--- src/rtl/multi_debounce.sv ---
`default_nettype none
// ============================================================================
//  Module   : multi_debounce
//  Purpose  : N-channel push-button debouncer. Each channel synchronises a raw
//             button, integrates it with a saturating up/down counter and
//             produces a hysteretic level, one-cycle rise/fall pulses and a
//             sticky request. A per-channel clear drops the request and locks
//             the channel until the button has been released.
//  Ports    : clk      - single clock, all logic on posedge
//             rst      - synchronous active-high reset
//             btn_i    - raw asynchronous button inputs [N-1:0]
//             clr_i    - per-channel clear/acknowledge [N-1:0]
//             level_o  - debounced level (registered)
//             rise_o   - one-cycle pulse on level 0->1 (registered)
//             fall_o   - one-cycle pulse on integrated level 1->0 (registered)
//             req_o    - sticky request, set by rise, cleared by clr_i
//  Revision : 1.0 - initial release
// ============================================================================
module multi_debounce #(
  parameter int N      = 4,
  parameter int CNT_W  = 8,
  parameter int ON_TH  = 20,
  parameter int OFF_TH = 4
) (
  input  logic         clk,
  input  logic         rst,
  input  logic [N-1:0] btn_i,
  input  logic [N-1:0] clr_i,
  output logic [N-1:0] level_o,
  output logic [N-1:0] rise_o,
  output logic [N-1:0] fall_o,
  output logic [N-1:0] req_o
);

  localparam logic [CNT_W-1:0] c_max    = '1;
  localparam logic [CNT_W-1:0] c_on_th  = CNT_W'(ON_TH);
  localparam logic [CNT_W-1:0] c_off_th = CNT_W'(OFF_TH);

  for (genvar i = 0; i < N; i++) begin : g_ch
    logic             ff1_q;
    logic             s_q;
    logic [CNT_W-1:0] cnt_q,   cnt_d;
    logic             level_q, level_d;
    logic             rise_q,  rise_d;
    logic             fall_q,  fall_d;
    logic             req_q,   req_d;
    logic             lock_q,  lock_d;
    logic             w_set;
    logic             w_drop;

    // Thresholds look at the pre-update counter, so level lags cnt by a cycle.
    assign w_set  = (cnt_q >= c_on_th);
    assign w_drop = (cnt_q <= c_off_th);

    always_comb begin
      cnt_d   = cnt_q;
      level_d = level_q;
      rise_d  = 1'b0;
      fall_d  = 1'b0;
      req_d   = req_q;
      lock_d  = lock_q;
      if (clr_i[i]) begin
        // Forced drop: no fall pulse, and the channel waits for a release.
        cnt_d   = '0;
        level_d = 1'b0;
        req_d   = 1'b0;
        lock_d  = 1'b1;
      end else if (lock_q) begin
        cnt_d   = '0;
        level_d = 1'b0;
        req_d   = 1'b0;
        if (!s_q) begin
          lock_d = 1'b0;
        end
      end else begin
        if (s_q) begin
          if (cnt_q != c_max) begin
            cnt_d = cnt_q + 1'b1;
          end
        end else if (cnt_q != '0) begin
          cnt_d = cnt_q - 1'b1;
        end
        rise_d = ~level_q & w_set;
        fall_d = level_q & w_drop;
        // Between the thresholds the level simply holds (hysteresis).
        if (w_set) begin
          level_d = 1'b1;
        end else if (w_drop) begin
          level_d = 1'b0;
        end
        req_d = req_q | rise_d;
      end
    end

    always_ff @(posedge clk) begin
      if (rst) begin
        ff1_q   <= 1'b0;
        s_q     <= 1'b0;
        cnt_q   <= '0;
        level_q <= 1'b0;
        rise_q  <= 1'b0;
        fall_q  <= 1'b0;
        req_q   <= 1'b0;
        lock_q  <= 1'b0;
      end else begin
        ff1_q   <= btn_i[i];
        s_q     <= ff1_q;
        cnt_q   <= cnt_d;
        level_q <= level_d;
        rise_q  <= rise_d;
        fall_q  <= fall_d;
        req_q   <= req_d;
        lock_q  <= lock_d;
      end
    end

    assign level_o[i] = level_q;
    assign rise_o[i]  = rise_q;
    assign fall_o[i]  = fall_q;
    assign req_o[i]   = req_q;
  end

endmodule
`default_nettype wire

--- config.mk ---
export PLATFORM = sky130hd
export DESIGN_NAME = multi_debounce
export DESIGN_NICKNAME = d
export VERILOG_FILES = /design/src/rtl/multi_debounce.sv
export SDC_FILE = /design/constraint.sdc
export NUM_CORES = 1
export LEC_CHECK = 0
export CORE_MARGIN = 2
export CORE_UTILIZATION = 40
export DETAILED_ROUTE_END_ITERATION = 10
export PLACE_DENSITY = 0.66
export SYNTH_ARGS = -nofsm -noshare
export SYNTH_HDL_FRONTEND = slang
export SYNTH_SLANG_ARGS = --single-unit
--- constraint.sdc ---
create_clock -name clk -period 1.9 [get_ports clk]
set_input_delay 0.19 -clock clk [delete_from_list [all_inputs] [get_ports clk]]
set_output_delay 0.19 -clock clk [all_outputs]
set_load 0.03 [all_outputs]
==> Word level (Yosys, flattened, before mapping) <==
Index checks and enable logic that the tools add are counted.
{ "op_classes": {"shift": 0, "n_reduce_logical": 20, "muxes": 32, "bitwise_logic": 16, "eq_ne": 8, "mul": 0, "div_mod_pow": 0, "order_cmp": 8, "addsub": 8} }
{ "ops": {"columns": ["operator", "n"], "rows": [
  ["8-bit 2-to-1 mux", 12],
  ["8-bit by 1-bit adder with 8-bit output (second input constant)", 4],
  ["8-bit by 5-bit greater-or-equal comparator with 1-bit output (second input constant)", 4],
  ["8-bit by 3-bit less-or-equal comparator with 1-bit output (second input constant)", 4],
  ["8-bit inequality test (second input constant)", 4],
  ["8-bit nonzero test", 4],
  ["8-bit by 1-bit subtractor with 8-bit output (second input constant)", 4],
  ["1-bit 2-to-1 mux", 20],
  ["2-bit nonzero test", 8],
  ["3-bit OR reduction", 4],
  ["1-bit bitwise AND", 8],
  ["2-bit by 1-bit inequality test with 1-bit output (second input constant)", 4],
  ["2-bit AND reduction", 4],
  ["1-bit NOT", 4],
  ["1-bit OR", 4]
]} }
{ "word_totals": {"mem_bits_ro": 0, "memories": 0, "latch_bits": 0, "ramBits": 0, "elab_cells": 124, "regBits": 60, "in_bits": 10} }

==> Depth between registers and ports, before layout <==
Gate-level depths: netlist (run 1).
{ "logic_depth": {"word_depth": 3, "mapped_depth": 7, "mapped_depth_nobuf": 7} }

==> Worst setup path after synthesis (run 1) <==
Ideal clock, no wire load.
{ "synth_path": {"path_type": "reg2reg", "start": "register g_ch[0].s_q", "end": "register g_ch[0].cnt_q[5]", "slack_ns": 0.029, "period_less_slack_ns": 1.871, "stages_incl_launch_ff": 7, "t_arrival_ns": 1.790, "setup_time_ns": 0.081, "t_required_ns": 1.819, "path_cell_list": "dfxtp_1 inv_1 ha_1 a211oi_1 nor2_1 or4b_1 a41oi_1"} }
{ "synth_via": {"elab_chain_len": 2, "word_cells_on_any_way": 4, "cone_classes": "eq/ne: 1; mux: 1; reduce/logical: 2"} }
{ "synth_rtl": {"columns": ["item", "line", "rtl"], "rows": [
  ["start, declared", "41", "logic s_q;"],
  ["start signal, assigned", "107", "s_q <= ff1_q;"],
  ["2-bit by 1-bit inequality test with 1-bit output (no source line) or 2-bit nonzero test (tied branches)", null, null],
  ["2-bit AND reduction (no source line)", null, null],
  ["end signal, assigned", "108", "cnt_q <= cnt_d;"],
  ["end, declared", "42", "logic [CNT_W-1:0] cnt_q, cnt_d;"]
]} }
Parallel ways exist; a longest one is shown, timed or not.
A chain may end at the register's enable or synchronous reset.

==> Final worst setup path (run 1) <==
{ "layout_path": {"start": "register g_ch[0].s_q", "end": "register g_ch[0].cnt_q[6]"} }
The elaborated chain is that of the path after synthesis.

==> results.md, run 1 <==
- Outcome: complete, no violations
- Row cnt: 32
- Synth Area in Compound Gates: a little over a fifth
- CP Max Fanout: 5
- Residual DRC: 0
- Hold slack: about 0.41 ns
- Via/cell ratio: approximately 5.2
- Register area share after synthesis: between 30% and 40%
- R2R cell count: 9
- Synth Area in Simple Gates: around 17%
- Clock transition at path regs: roughly 0.07 ns
- Antenna diodes: 0
- Initial antenna violation count: 0
- CTS Sinks: 60
- Height of the die: 92.2 µm
- Async set-or-reset flop fraction in the synthesized netlist: 0%
- Worst-Skew Late Latency: between 0.3 and 0.4 ns
- Largest net degree at the start of global routing: 12
- Switching power: 1830 µW
- Most frequent cells in the layout: 60 x dfxtp_1, 46 x a21oi_1, 25 x clkdlybuf4s50_1
- Achievable frequency: approximately 560 MHz
- Num CTS Buffers: 9
- Number of synthesized flops with an enable pin: 0
- Area of the multi-input gates: 0.00182 mm²
- Max transition margin: between 60% and 70%
- Clock tree buffer depth: 2
- Hold Crit Start: btn_i[3]
- Clock root buffer: clkbuf_8
- Final core utilization: 48.9%
- CP Data Arrival Time: between 1.5 and 2 ns
- Required time of the critical path: 2.10 ns
- Post-Syn Area: approximately 0.0031 mm²
- Initial cell density of the core: around 41%
- Clock power frac: about a fifth
- Layout cells sized above 1: between 10% and 20%
- VDD IR max: around 470 µV
- Most common cell after layout, fill and taps aside: dfxtp_1
- Cells after synthesis: 344
- Cts hold-fix bufs: 0
- Crit end category: flop
- Layout fillers: about 730
- Crit path from: g_ch[0].s_q
- Min Tclk post-route: 1.78 ns
- R2R Setup Slk: ~0.12 ns
- H-tree levels: 3
- Hold Path Depth: 2
- Final setup violation count: 0
- Post-synthesis adder-cell area fraction: between 10 and 15%
- Syn_area_per_cell: between 9 and 10 µm²
- Yosys warns: 0
- Worst r2r src: g_ch[0].s_q
- Remaining antenna violation count: 0
- HPWL after detailed placement: around 4.6 mm
- WL/cell: approximately 13 µm
- Fin cells: 487
- Final WL: ~6.1 mm
- Switching Fraction: around two fifths
- All-Layer GR Usage: between 10% and 20%
- Max_cap viols: 0
- Delay of the slowest cell on the worst path: between 0.3 and 0.4 ns
- GP Congestion: ~0.8
- Power per cell area: around 1300 mW/mm²
- Main combinational cell family by area after synthesis: compound AO/OA/AOI/OAI gates
- CP Launch Type: flop
- Synth Flop Type: dfxtp_1
- Register area: about 0.0012 mm²
- Post-synthesis net count: roughly 380
- Area growth syn-to-layout: 20.0%
- Final hold viol count: 0
- Area of the core: between 0.007 and 0.008 mm²
- Detailed Routing Iterations Pass 1: 4
- Synth cell types: 39
- Pleak: roughly 0.0016 µW
- Post-route clock period utilization: between 90% and 100%
- Worst Skew: ~0.0072 ns
- Hold Path Class: in2reg
- Seq pwr share: 34.2%
- Mux cell area share after synthesis: 0%
- Max-slew violation count: 0
- Worst Max-Slew Pin Slew: about 0.51 ns
- Via count: between 2000 and 3000
- Port Buffers: 25
- Gr ovfl total: 0
- I/O pin count: 26
- First-pass GRT wire length: around 11 mm
- Cells after DPL: between 400 and 500
- Comb pwr share: 44.9%
- Crit path cell chain: inv_2 > buf_4 > ha_1 > buf_4 > o21ai_0 > o21bai_1 > a21oi_1 > xor2_1 > a21oi_1
- Hold path endpoint: g_ch[3].ff1_q
- Die area: 0.00851 mm²
- Slowest-stage cell, CP: dfxtp_1
- Synthesized flop and latch total: 60
- Internal power: 2980 µW
- # nets final: about 420
- CTS tree: yes
- Worst r2r dst: g_ch[0].cnt_q[6]
- WS Path Type: reg2reg
- Post-CTS Setup Inserts: 0
- XOR/XNOR Fraction of Synth Area: 6.47%
- Number of global-route vias before repair: ~2400
- Die span in x: roughly 92 µm
- Initial drt markers: 42
[area by class of cell]
type | count | area share [%]
well taps | 102 | 3.42
inverters | 9 | 0.904
clock buffers | 12 | 3.88
multi-input cells | 257 | 48.7
repair buffers | 43 | 10.3
flip-flops and latches | 60 | 32.2
clock inverters | 4 | 0.670
[synth_stat cells, types with 4 or more instances]
cell      instances  area [µm²]
nor2_1           25        93.8
nand3_1           6        30.0
fa_1              4        80.1
o31ai_1           6        45.0
ha_1             24         300
xor2_1            8        70.1
nand2_1          21        78.8
nor2b_1          10        62.6
buf_4            16         120
nand4_1           4        25.0
nor3_1           10        50.1
a21o_1           11        82.6
o21ai_0          14        70.1
a21oi_1          48         240
a211oi_1          9        67.6
inv_1             9        33.8
xnor2_1          15         131
dfxtp_1          60        1200
and3_1            8        50.1
[cell families (layout without fill, tap and decap cells)]
logic type      after synthesis  in the layout
simple gates                101            101
fa+ha+maj                    28             28
xor+xnor                     23             23
flops                        60             60
buf+inv                      27             68
compound gates              105            105
[power groups by stage]
stage               logic (µW)  registers (µW)  clock network [µW]
detailed placement        2060            1670                   0
CTS                       2080            1640                1040
finish                    2160            1650                1000
global placement          2030            1660                   0
global route              2440            1680                1100
floorplan                 1650            1620                   0
[critical path, delay by kind of cell (launching register included)]
kind            cells  cell delay, ns
buf+inv             3            0.40
compound gates      4            0.39
flops               1            0.35
fa+ha+maj           1            0.34
xor+xnor            1            0.17
[metal layers]
| layer | vias up | GRT usage [%] | wire, µm |
|---|---|---|---|
| met1 | 1198 | 19.8 | 3030 |
| met2 | 33 | 24.9 | 2790 |
| met5 | - | 0 | 0 |
| met3 | 8 | 3.94 | 195 |
| li1 | 1313 | - | - |
| met4 | 0 | 5.97 | 89 |
[how the worst max path moves through the flow]
stage	to	slack (ns)	depth (start not counted)
finish	g_ch[0].cnt_q[6]	0.12	9
global route	g_ch[0].cnt_q[6]	-0.02	9
CTS	g_ch[0].cnt_q[7]	-0.007	8
detailed placement	g_ch[0].cnt_q[5]	-0.02	6
global placement	g_ch[0].cnt_q[7]	0.02	8
floorplan	g_ch[0].cnt_q[5]	0.03	6
[metrics by stage]
step / setup TNS [ns] / power, µW / instance area, µm² / setup slack, ns
floorplan: 0 / 3270 / 3110 / 0.0290
global placement: 0 / 3700 / 3500 / 0.0213
detailed placement: -0.0223 / 3730 / 3500 / -0.0223
CTS: -0.00741 / 4760 / 3670 / -0.00741
global route: -0.0278 / 5210 / 3740 / -0.0221
finish: 0 / 4810 / 3740 / 0.119
[flip-flops by register name, indices dropped and copies added, names as in the netlist]
name	count
g_ch.fall_q	4
g_ch.lock_q	4
g_ch.s_q	4
g_ch.level_q	4
g_ch.req_q	4
g_ch.rise_q	4
g_ch.ff1_q	4
g_ch.cnt_q	32
[what timing repair did]
item / 4_1_cts / 5_1_grt
setup endpoints to repair: 3 / 10
pin swaps: 0 / 5
gates resized for setup: 2 / 15
Power figures use the tool's default switching activity.
==> inputs of run 2 (changes only) <==
--- a/config.mk
+++ b/config.mk
@@ -5,10 +5,12 @@
 export SDC_FILE = /design/constraint.sdc
 export NUM_CORES = 1
 export LEC_CHECK = 0
+export CELL_PAD_IN_SITES_DETAIL_PLACEMENT = 0
+export CELL_PAD_IN_SITES_GLOBAL_PLACEMENT = 1
 export CORE_MARGIN = 2
 export CORE_UTILIZATION = 40
 export DETAILED_ROUTE_END_ITERATION = 10
-export PLACE_DENSITY = 0.66
+export PLACE_DENSITY = 0.8
 export SYNTH_ARGS = -nofsm -noshare
 export SYNTH_HDL_FRONTEND = slang
 export SYNTH_SLANG_ARGS = --single-unit
==> run 2 against run 1 <==
  * Sequential cell count unchanged
  * Die area unchanged
  * Sequential power about the same
  * Highest routed layer unchanged
==> results.md, run 2 (synthesis gave the netlist of run 1 again) <==
- CP Data Arrival Time: between 2 and 2.5 ns
- Number of global-route vias before repair: 2360
- Num CTS Buffers: 9
- Initial antenna violation count: 0
- Area of placed instances: 0.00350 mm²
- Power per cell area: between 1000 and 1500 mW/mm²
- Final setup violation count: 0
- Tot Pwr: between 5000 and 6000 µW
- Row cnt: 32
- Area growth syn-to-layout: 23.2%
- Initial drt markers: between 60 and 70
- Height of the die: roughly 92 µm
- Via/cell ratio: roughly 5.2
- First-pass GRT wire length: around 11 mm
- Outcome: complete, no violations
- H-tree levels: 3
- Most common cell after layout, fill and taps aside: dfxtp_1
- Initial cell density of the core: roughly 41%
- Final WL: roughly 6.3 mm
- Pleak: between 0.0015 and 0.002 µW
- Worst Skew: 0.0110 ns
- Most frequent cells in the layout: 59 x dfxtp_1, 45 x a21oi_1, 25 x nor2_1, 25 x clkdlybuf4s50_1, 22 x ha_1
- I/O pin count: 26
- Residual DRC: 0
- VDD IR max: around 420 µV
- Layout cells sized above 1: between 10% and 20%
- Die area: 0.00851 mm²
- Required time of the critical path: between 2 and 2.5 ns
- Final setup TNS: 0 ns
- Largest net degree at the start of global routing: 16
- Die span in x: around 92 µm
- Cell area after layout: 0.00384 mm²
- CP Launch Type: flop
- Cts hold-fix bufs: 0
- Area of the core: 0.00765 mm²
- GP Congestion: 0.841
- Remaining antenna violation count: 0
- WL/cell: ~13 µm
- Final hold viol count: 0
- Clock tree buffer depth: 2
- Antenna diodes: 0
- Port Buffers: 25
- CTS Sinks: 60
- HPWL after detailed placement: approximately 4.5 mm
- Max reg flops: 32
- Reg with most FFs: g_ch.cnt_q
- Crit end category: flop
- Post-CTS Setup Inserts: 0
- Via count: between 2000 and 3000
- CTS tree: yes
- # nets final: around 420
- WS Path Type: reg2reg
- CP Max Fanout: 6
- Fin cells: just under 500
- Worst-Skew Late Latency: 0.34 ns
- Worst Max-Slew Pin Slew: 0.464 ns
- Clock transition at path regs: about 0.070 ns
- Achievable frequency: roughly 560 MHz
- All-Layer GR Usage: 15.8%
- Max-slew violation count: 0
- Detailed Routing Iterations Pass 1: 4
- Max_cap viols: 0
- Hold Path Class: in2reg
- Cells after DPL: roughly 470
- Post-route clock period utilization: a little over nine tenths
- Clock root buffer: clkbuf_8
- Max transition margin: between 60 and 70%
- Min Tclk post-route: ~1.8 ns
- Hold slack: around 0.39 ns
- Gr ovfl total: 0
[run 2: per-layer routing]
| metal | up-vias | GRT usage, % | routed length (µm) |
|---|---|---|---|
| li1 | 1319 | - | - |
| met1 | 1159 | 20.7 | 3140 |
| met2 | 51 | 24.0 | 2820 |
| met3 | 7 | 5.42 | 281 |
| met4 | 0 | 5.60 | 51 |
| met5 | - | 0 | 0 |
[run 2: final timing paths]
| kind | startpoint | to | slack, ns | depth (start not counted) |
|---|---|---|---|---|
| min | btn_i[0] | g_ch[0].ff1_q | 0.39 | 2 |
| min reg2reg | g_ch[1].ff1_q | g_ch[1].s_q | 0.44 | 1 |
| max | g_ch[0].s_q | g_ch[0].cnt_q[5] | 0.11 | 6 |
| max reg2reg | g_ch[0].s_q | g_ch[0].cnt_q[5] | 0.11 | 6 |
[run 2: stage by stage]
| step | setup WS (ns) | utilization (%) |
|---|---|---|
| 5_1_grt | -0.00277 | 50.2 |
| 6_report | 0.110 | 50.2 |
| 4_1_cts | 0.0268 | 48.9 |
| 3_3_place_gp | 0.0677 | 45.8 |
| 3_5_place_dp | 0.0417 | 45.8 |
| 2_1_floorplan | 0.0290 | - |
[run 2: final cells by class]
cell class,count,area (µm²)
Clock buffer,13,169
Clock inverter,3,67.6
Fill cell,757,3810
Inverter,9,36.3
Multi-Input combinational cell,257,1850
Sequential cell,60,1200
Tap cell,102,128
Timing Repair Buffer,43,385
[run 2: worst max-delay path, cell delays in order (launching register included)]
cell and delay (ns):
dfxtp_2 0.34, inv_4 0.10, ha_2 0.32, o21ai_0 0.19
nor2_1 0.11, or4b_1 0.47, a41oi_1 0.20
[run 2: what timing repair did]
item,CTS,global route
pin swaps,0,2
endpoints found under the setup margin,1,9
resized for setup,1,22
gates cloned,0,0
[run 2: where the power goes]
part	switching (µW)	internal [µW]	leakage, µW
clock	507	847	0.000116
sequential	193	1450	0.000491
combinational	1200	1040	0.00103
==> inputs of run 3 (changes only) <==
--- a/config.mk
+++ b/config.mk
@@ -5,6 +5,7 @@
 export SDC_FILE = /design/constraint.sdc
 export NUM_CORES = 1
 export LEC_CHECK = 0
+export CAP_MARGIN = 20
 export CELL_PAD_IN_SITES_DETAIL_PLACEMENT = 0
 export CELL_PAD_IN_SITES_GLOBAL_PLACEMENT = 1
 export CORE_MARGIN = 2
==> results of run 3 <==
Same layout as run 2: the final DEF is identical, and so are final timing and power.
